==> src/rtl/stack_ctrl_if.sv <==
// stack_ctrl_if: command/response bundle between an initiator and stack_ctrl.
interface stack_ctrl_if #(parameter int WIDTH = 16);
  logic cmd_valid;
  logic cmd_ready;
  logic [2:0] cmd_op;
  logic [WIDTH-1:0] cmd_data;
  logic [WIDTH-1:0] pc_in;
  logic resp_valid;
  logic [WIDTH-1:0] resp_data;
  logic resp_err;
  modport master (
    output cmd_valid, cmd_op, cmd_data, pc_in,
    input cmd_ready, resp_valid, resp_data, resp_err
  );
  modport slave (
    input cmd_valid, cmd_op, cmd_data, pc_in,
    output cmd_ready, resp_valid, resp_data, resp_err
  );
endinterface

==> src/rtl/stack_ctrl.sv <==
// stack_ctrl: sequences PUSH/POP/CALL/RET commands onto an external LIFO with fixed 2-cycle response latency.
// Defining STACK_CTRL_PEEK_EN enables the non-destructive PEEK op (op 100).
module stack_ctrl #(
  parameter int WIDTH = 16,
  parameter int RET_INC = 1
) (
  input  logic clock,
  input  logic reset,
  stack_ctrl_if.slave bus,
  output logic lifo_push,
  output logic lifo_pop,
  output logic [WIDTH-1:0] lifo_data,
  input  logic [WIDTH-1:0] lifo_q,
  input  logic lifo_empty,
  input  logic lifo_full,
  output logic [7:0] err_count
);
  typedef enum logic [1:0] {IDLE, ISSUE, SETTLE} state_t;
  localparam logic [2:0] OP_PUSH = 3'b000;
  localparam logic [2:0] OP_POP  = 3'b001;
  localparam logic [2:0] OP_CALL = 3'b010;
  localparam logic [2:0] OP_RET  = 3'b011;
  localparam logic [2:0] OP_PEEK = 3'b100;
  state_t state, next;
  logic [2:0] op;
  logic [WIDTH-1:0] operand, rdata, res_data;
  logic rerr, is_push, is_pop, is_peek, ok, accept;
  always_ff @(posedge clock) state <= reset ? IDLE : next;
  // Outputs are gated by reset so they read zero during the reset cycle itself.
  always_comb begin
    is_push = op == OP_PUSH || op == OP_CALL;
    is_pop = op == OP_POP || op == OP_RET;
`ifdef STACK_CTRL_PEEK_EN
    is_peek = op == OP_PEEK;
`else
    is_peek = 1'b0;
`endif
    ok = is_push ? !lifo_full : (is_pop || is_peek) && !lifo_empty;
    res_data = !ok ? '0 : is_push ? operand : lifo_q;
    bus.cmd_ready = !reset && state == IDLE;
    accept = bus.cmd_ready && bus.cmd_valid;
    lifo_push = !reset && state == ISSUE && is_push && ok;
    lifo_pop = !reset && state == ISSUE && is_pop && ok;
    lifo_data = reset ? '0 : operand;
    bus.resp_valid = !reset && state == SETTLE;
    bus.resp_err = bus.resp_valid && rerr;
    bus.resp_data = reset ? '0 : rdata;
    next = state == IDLE ? (accept ? ISSUE : IDLE) : state == ISSUE ? SETTLE : IDLE;
  end
  always_ff @(posedge clock)
    if (reset) begin
      op <= '0;
      operand <= '0;
      rdata <= '0;
      rerr <= 1'b0;
      err_count <= '0;
    end else begin
      if (accept) begin
        op <= bus.cmd_op;
        operand <= bus.cmd_op == OP_CALL ? bus.pc_in + WIDTH'(RET_INC) : bus.cmd_data;
      end
      if (state == ISSUE) begin
        rdata <= res_data;
        rerr <= !ok;
      end
      if (bus.resp_err && err_count != 8'hff) err_count <= err_count + 8'd1;
    end
endmodule

==> src/flat_wrapper.sv <==
// flat-port wrapper written by rule: the top's interface ports become plain ports
module stack_ctrl_flat 
#(
  parameter int WIDTH = 16,
  parameter int RET_INC = 1
)
  (clock, reset, lifo_push, lifo_pop, lifo_data, lifo_q, lifo_empty, lifo_full, err_count, bus_cmd_valid, bus_cmd_op, bus_cmd_data, bus_pc_in, bus_cmd_ready, bus_resp_valid, bus_resp_data, bus_resp_err);
  stack_ctrl_if #(.WIDTH(WIDTH)) bus_i ();
  input  logic clock;
  input  logic reset;
  output logic lifo_push;
  output logic lifo_pop;
  output logic [WIDTH-1:0] lifo_data;
  input  logic [WIDTH-1:0] lifo_q;
  input  logic lifo_empty;
  input  logic lifo_full;
  output logic [7:0] err_count;
  input wire logic [$bits(bus_i.cmd_valid)-1:0] bus_cmd_valid;
  input wire logic [$bits(bus_i.cmd_op)-1:0] bus_cmd_op;
  input wire logic [$bits(bus_i.cmd_data)-1:0] bus_cmd_data;
  input wire logic [$bits(bus_i.pc_in)-1:0] bus_pc_in;
  output wire logic [$bits(bus_i.cmd_ready)-1:0] bus_cmd_ready;
  output wire logic [$bits(bus_i.resp_valid)-1:0] bus_resp_valid;
  output wire logic [$bits(bus_i.resp_data)-1:0] bus_resp_data;
  output wire logic [$bits(bus_i.resp_err)-1:0] bus_resp_err;
  assign bus_i.cmd_valid = bus_cmd_valid;
  assign bus_i.cmd_op = bus_cmd_op;
  assign bus_i.cmd_data = bus_cmd_data;
  assign bus_i.pc_in = bus_pc_in;
  assign bus_cmd_ready = bus_i.cmd_ready;
  assign bus_resp_valid = bus_i.resp_valid;
  assign bus_resp_data = bus_i.resp_data;
  assign bus_resp_err = bus_i.resp_err;
  stack_ctrl #(.WIDTH(WIDTH), .RET_INC(RET_INC)) u_core (.clock(clock), .reset(reset), .bus(bus_i), .lifo_push(lifo_push), .lifo_pop(lifo_pop), .lifo_data(lifo_data), .lifo_q(lifo_q), .lifo_empty(lifo_empty), .lifo_full(lifo_full), .err_count(err_count));
endmodule
==> config.mk <==
export PLATFORM = sky130hd
export DESIGN_NAME = stack_ctrl_flat
export DESIGN_NICKNAME = d
export VERILOG_FILES = /design/src/rtl/stack_ctrl_if.sv /design/src/rtl/stack_ctrl.sv /design/src/flat_wrapper.sv
export SDC_FILE = /design/constraint.sdc
export NUM_CORES = 1
export LEC_CHECK = 0
export BUFFER_PORTS_ARGS = -buffer_cell sky130_fd_sc_hd__buf_2
export CAP_MARGIN = 5
export CORE_UTILIZATION = 48
export DETAILED_ROUTE_END_ITERATION = 10
export PLACE_DENSITY_LB_ADDON = 0.15
export SYNTH_ARGS = -nofsm -noshare
export SYNTH_HDL_FRONTEND = slang
export SYNTH_SLANG_ARGS = --single-unit
==> constraint.sdc <==
create_clock -name clock -period 2.1 [get_ports clock]
set_input_delay 0.63 -clock clock [delete_from_list [all_inputs] [get_ports clock]]
set_output_delay 0.63 -clock clock [all_outputs]
set_load 0.02 [all_outputs]
=== Yosys cells after proc, flatten, opt, wreduce, memory -nomap -nowiden ===
Index checks and enable logic that the tools add are counted.

* Reductions and logical operators: 19
* $add $sub $neg: 2
* Eq/ne operators: 7
* Muxes and demuxes: 9

{| class="wikitable"
|+ Operators with widths
! operator !! count
|-
| two-way mux 16 bit || 5
|-
| adder 16 x 1 -> 16 bit (second input constant) || 1
|-
| logical AND 1 bit || 11
|-
| == test 3 x 2 -> 1 bit (second input constant) || 3
|-
| adder 8 x 1 -> 8 bit (second input constant) || 1
|-
| != test 8 bit (second input constant) || 1
|-
| logical NOT 1 bit || 4
|-
| two-way mux 2 bit || 2
|-
| == test 3 x 1 -> 1 bit (second input constant) || 1
|-
| logical NOT 3 bit || 1
|-
| == test 2 x 1 -> 1 bit (second input constant) || 1
|-
| == test 2 bit (second input constant) || 1
|-
| logical NOT 2 bit || 1
|-
| logical OR 1 bit || 2
|-
| two-way mux 1 bit || 2
|}

* Word-level logic and storage cells: 43
* Flip-flop bits (word level): 46
* Output and inout bits: 45
* Input port bits: 56

=== Longest topological paths before layout ===
* Depth after elaboration: 5
* Gate-level depth with buffers: 6
* Mapped depth without buffers: 6

=== Least setup slack after synthesis ===
Ideal clock, no wire load.

* Kind: in2out
* From: input reset
* To: output lifo_push
* Setup slack: -0.255 ns
* Data arrival time: 1.725 ns
* Data required time: 1.470 ns
* Buffers on the path: 2
* Stages on the path: 3
* Cells stage by stage: clkbuf_2 > buf_4 > nor4b_1

* Word-level cells in the longest chain between the ends: 4

{| class="wikitable"
|+ Ends and longest elaborated chain
! what !! RTL line !! text
|-
| start, declared || flat_wrapper.sv:10 || <nowiki>input logic reset;</nowiki>
|-
| logical NOT 1 bit || stack_ctrl.sv:42 || <nowiki>lifo_push = !reset && state == ISSUE && is_push && ok;</nowiki>
|-
| logical AND 1 bit (3 in a row) || stack_ctrl.sv:42 ||
|-
| end, declared || flat_wrapper.sv:11 || <nowiki>output logic lifo_push;</nowiki>
|}

Every way passes these cells.

=== Final worst setup path ===
* From: input reset
* To: output lifo_data[0]

* Word-level cells in the longest chain between the ends: 1

{| class="wikitable"
|+ Ends and longest elaborated chain
! what !! RTL line !! text
|-
| two-way mux 16 bit || stack_ctrl.sv:44 || <nowiki>lifo_data = reset ? '0 : operand;</nowiki>
|-
| end, declared || flat_wrapper.sv:13 || <nowiki>output logic [WIDTH-1:0] lifo_data;</nowiki>
|}

Every way passes these cells.

==> run summary <==
The flow ran to the end, and the final reports show no timing, DRC or antenna violations. Wire length reported by the detailed router: 5.82 mm. Summed over all layers, the global routing overflow is 0. In the detailed route, the total length drawn on met2 is 2.63 mm. For this run, asynchronously set or reset flops after synthesis account for 0%. Dividing the detail-routed via count by the number of cells gives 4.89. The number of failing hold endpoints at the final stage is 0, and the clock net sink count is 45.

The floorplan has 25 rows. The slew at the pin closest to its max-slew limit was 0.484 ns; the largest net degree at the start of global routing was 32. The number of synthesized flops with an enable pin is 0, and the final cycle utilization of the critical path is 95.7%. The logs give 37.6% for the sequential area share after synthesis and 78 for the number of DRC violations after detailed-routing iteration 0. The run gives 0 as the total of warnings raised by yosys. The tree is rooted in a sky130_fd_sc_hd__clkbuf_8. In the final routed layout, each cell accounts on average for 12.8 um. At the end of the flow, the number of nets in the layout was 444. Timing analysis after detailed placement gives a worst setup slack of -0.00847 ns. The tools report the final clock skew as 0.00644 ns. The run gives 0 as the initial antenna violation count.

The number of antenna diodes in the final layout is 0. Cell area power density: 624 mW/mm^2. In the routed design, unresolved DRC markers number 0. In this run the post-CTS setup repair buffer count came out at 0.

Yosys mapped the design onto 39 distinct sky130hd cell types. The floorplan step set the die width to 72.6 um. The insertion delay to the later sink of the worst-skew pair came out at 0.29 ns.

Summing over every cut layer, the via total after detailed routing is 2,218. In this run the tightest slew margin relative to its limit is 67.6%. The required time of the worst setup path came out at 1.47 ns. The detailed-routing wirelength on met1 is 2.78 mm.

For the number of buffers between clock root and the deepest sink, the log shows 2. The worst hold path belongs to the class flop to flop. The number of global-route vias before repair was 2,030. In this run the count of I/O pins placed on the die edge is 101. The kind of end point of the critical path is a primary output. TritonCTS built the clock tree. For the worst setup path, the data arrival time is 1.38 ns.

All-layer global routing usage: 22.4%. The critical path is of the input port to primary output type. Of all nets on the critical path, the largest fanout is 20. After synthesis the netlist holds a flip-flop and latch count of 45.

Startpoint kind of the worst setup timing path: an input port. The average instance in the mapped netlist occupies 8.40 um^2. The floorplan step defined a core boundary enclosing 0.00475 mm^2. The tools report the final-report max-slew violation count as 0. The antenna violation net count after detailed routing is 0.

In this run the cell area measured after placement is 0.00296 mm^2. The area used by sequential logic in the layout came out at 901 um^2. Setup repair after global routing left no endpoint under its margin. The first detailed-routing pass ran for 4 iterations. In this run the worst setup path begins at reset.

For the power consumption, the log shows 0.00192 W. Timing would allow up to 498 MHz. The count of filler cells inserted in the layout is 448.

The clock transition at the register clock pins on the worst setup and hold paths after CTS was 0.08 ns. The shortest period the worst path allows came out at 2.01 ns. Most frequently used flop master after synthesis: sky130_fd_sc_hd__dfxtp_1.

The post-synthesis instance total was 285; the synthesis-to-layout area growth was 28.6%. The cell area that synthesis handed to floorplanning was 0.00239 mm^2. The final cell area excluding filler cells was 0.00308 mm^2; the global placement routability congestion was 0.869.

Port buffering added 100 buffers. TritonCTS created 5 clock buffers. The multi-input combinational cells in the finished layout cover a total of 0.00139 mm^2.

The H-tree was split into 2 levels. IR analysis of the VDD net gives a maximum drop of 370 uV. The tools report the count of endpoints failing setup in the final report as 0. The first global-routing pass estimated 9.20 mm of wire.

When the netlist entered floorplanning its net count stood at 343. Signal routing reaches up to met4. For the final worst setup slack, the log shows 0.0908 ns. The area of the die was 0.00528 mm^2. The static leakage was 1.47 nW; the effective utilization at floorplan was 50.4%.

Worst reg2reg path startpoint: u_core.op[0]. The estimated wirelength of the detail-placed design came out at 4.50 mm. The startpoint of the most critical hold path was u_core.rerr. The logs give 0 for the max-capacitance violation count and 344 um for the met3 wirelength from detailed routing. In this run the vertical extent of the chip is 72.6 um. The layout cell share with drive strength beyond 1 works out to 33.3%.
critical path: stages:
cell                      delay [ns]
sky130_fd_sc_hd__buf_4          0.19
sky130_fd_sc_hd__buf_4          0.18
sky130_fd_sc_hd__nor2b_1        0.18
sky130_fd_sc_hd__buf_2          0.20
per-layer routing:
layer  up-vias  GRT usage [%]
met3         7           4.70
met1       972           31.4
met5         -              0
met4         0           5.88
li1       1168              -
met2        71           35.0
cell usage after synthesis (2+ instances only):
master	count	area [um^2]
sky130_fd_sc_hd__nand2_1	29	109
sky130_fd_sc_hd__and3_1	3	18.8
sky130_fd_sc_hd__inv_1	6	22.5
sky130_fd_sc_hd__nor2b_1	35	219
sky130_fd_sc_hd__nor2_1	30	113
sky130_fd_sc_hd__buf_2	2	10.0
sky130_fd_sc_hd__dfxtp_1	45	901
sky130_fd_sc_hd__xnor2_1	8	70.1
sky130_fd_sc_hd__xor2_1	12	105
sky130_fd_sc_hd__mux2_2	3	33.8
sky130_fd_sc_hd__nor3_2	2	20.0
sky130_fd_sc_hd__mux2i_1	19	190
sky130_fd_sc_hd__buf_6	3	33.8
sky130_fd_sc_hd__a211oi_1	2	15.0
sky130_fd_sc_hd__o32ai_1	4	35.0
sky130_fd_sc_hd__ha_1	2	25.0
sky130_fd_sc_hd__nand4_1	3	18.8
sky130_fd_sc_hd__a31oi_1	8	50.1
sky130_fd_sc_hd__o21ai_1	10	50.1
sky130_fd_sc_hd__clkbuf_1	4	15.0
sky130_fd_sc_hd__and2b_2	2	17.5
sky130_fd_sc_hd__a21oi_1	4	20.0
sky130_fd_sc_hd__nand3_1	10	50.1
sky130_fd_sc_hd__nor3_1	4	20.0
sky130_fd_sc_hd__buf_4	4	30.0
sky130_fd_sc_hd__o21ai_0	18	90.1
kinds of logic after synthesis:
family | synth area share [%]
adders and majority gates | 1.04
and+or+nand+nor | 27.6
muxes | 9.35
buffers and inverters | 4.86
DFF | 37.6
xor gates and xnor gates | 7.31
AOI/OAI and AO/OA | 12.2
metrics by stage:
stage	std cells	TNS (ns)	hold WS (ns)	util, %
after global placement	446	0	0.487	62.2
after detailed placement	446	-0.0129	0.496	62.2
final	454	0	0.503	64.8
after global routing	454	0	0.548	64.8
after floorplan	285	0	0.472	-
after CTS	454	0	0.506	64.8
area by class of cell:
| type | count | area share (%) |
|---|---|---|
| multi-input combinational | 220 | 45.1 |
| sequential | 45 | 29.3 |
| inverter | 6 | 0.731 |
| tap | 67 | 2.72 |
| clock inverter | 2 | 1.22 |
| timing repair buffer | 108 | 18.3 |
| clock buffer | 6 | 2.68 |
final timing paths:
kind / slack [ns] / depth (start not counted) / end
max: 0.09 / 4 / lifo_data[0]
min: 0.50 / 2 / u_core.rerr
max reg2reg: 0.54 / 4 / u_core.rdata[6]
min reg2reg: 0.50 / 2 / u_core.rerr
report_power, final:
group | leakage, nW | total [W] | internal (W) | switching, W
Clock | 0.0574 | 0.000682 | 0.000387 | 0.000295
Combinational | 1.04 | 0.000321 | 0.000145 | 0.000176
Sequential | 0.367 | 0.000916 | 0.000893 | 0.0000238
Total | 1.47 | 0.00192 | 0.00143 | 0.000495
state kept, by name (all words and copies together), names as in the netlist:
register,flops
u_core.err_count,8
u_core.op,2
u_core.operand,16
u_core.rdata,16
u_core.rerr,1
u_core.state,2
layout by cell type, fill, tap and decap left out, types with 6 or more instances in the layout:
| master | instances |
|---|---|
| sky130_fd_sc_hd__mux2i_1 | 19 |
| sky130_fd_sc_hd__xor2_1 | 12 |
| sky130_fd_sc_hd__nand2_1 | 29 |
| sky130_fd_sc_hd__o21ai_1 | 10 |
| sky130_fd_sc_hd__nand3_1 | 10 |
| sky130_fd_sc_hd__a31oi_1 | 8 |
| sky130_fd_sc_hd__buf_4 | 9 |
| sky130_fd_sc_hd__dfxtp_1 | 45 |
| sky130_fd_sc_hd__xnor2_1 | 8 |
| sky130_fd_sc_hd__o21ai_0 | 18 |
| sky130_fd_sc_hd__clkbuf_8 | 6 |
| sky130_fd_sc_hd__inv_1 | 6 |
| sky130_fd_sc_hd__nor2_1 | 30 |
| sky130_fd_sc_hd__buf_2 | 99 |
| sky130_fd_sc_hd__nor2b_1 | 35 |
timing repair:
| action | 4_1_cts | 5_1_grt |
|---|---|---|
| setup endpoints to repair | 3 | 0 |
| gates resized for setup | 1 | 0 |
| hold buffers | 0 | 0 |
No activity file was read; power rests on OpenSTA's default activity.
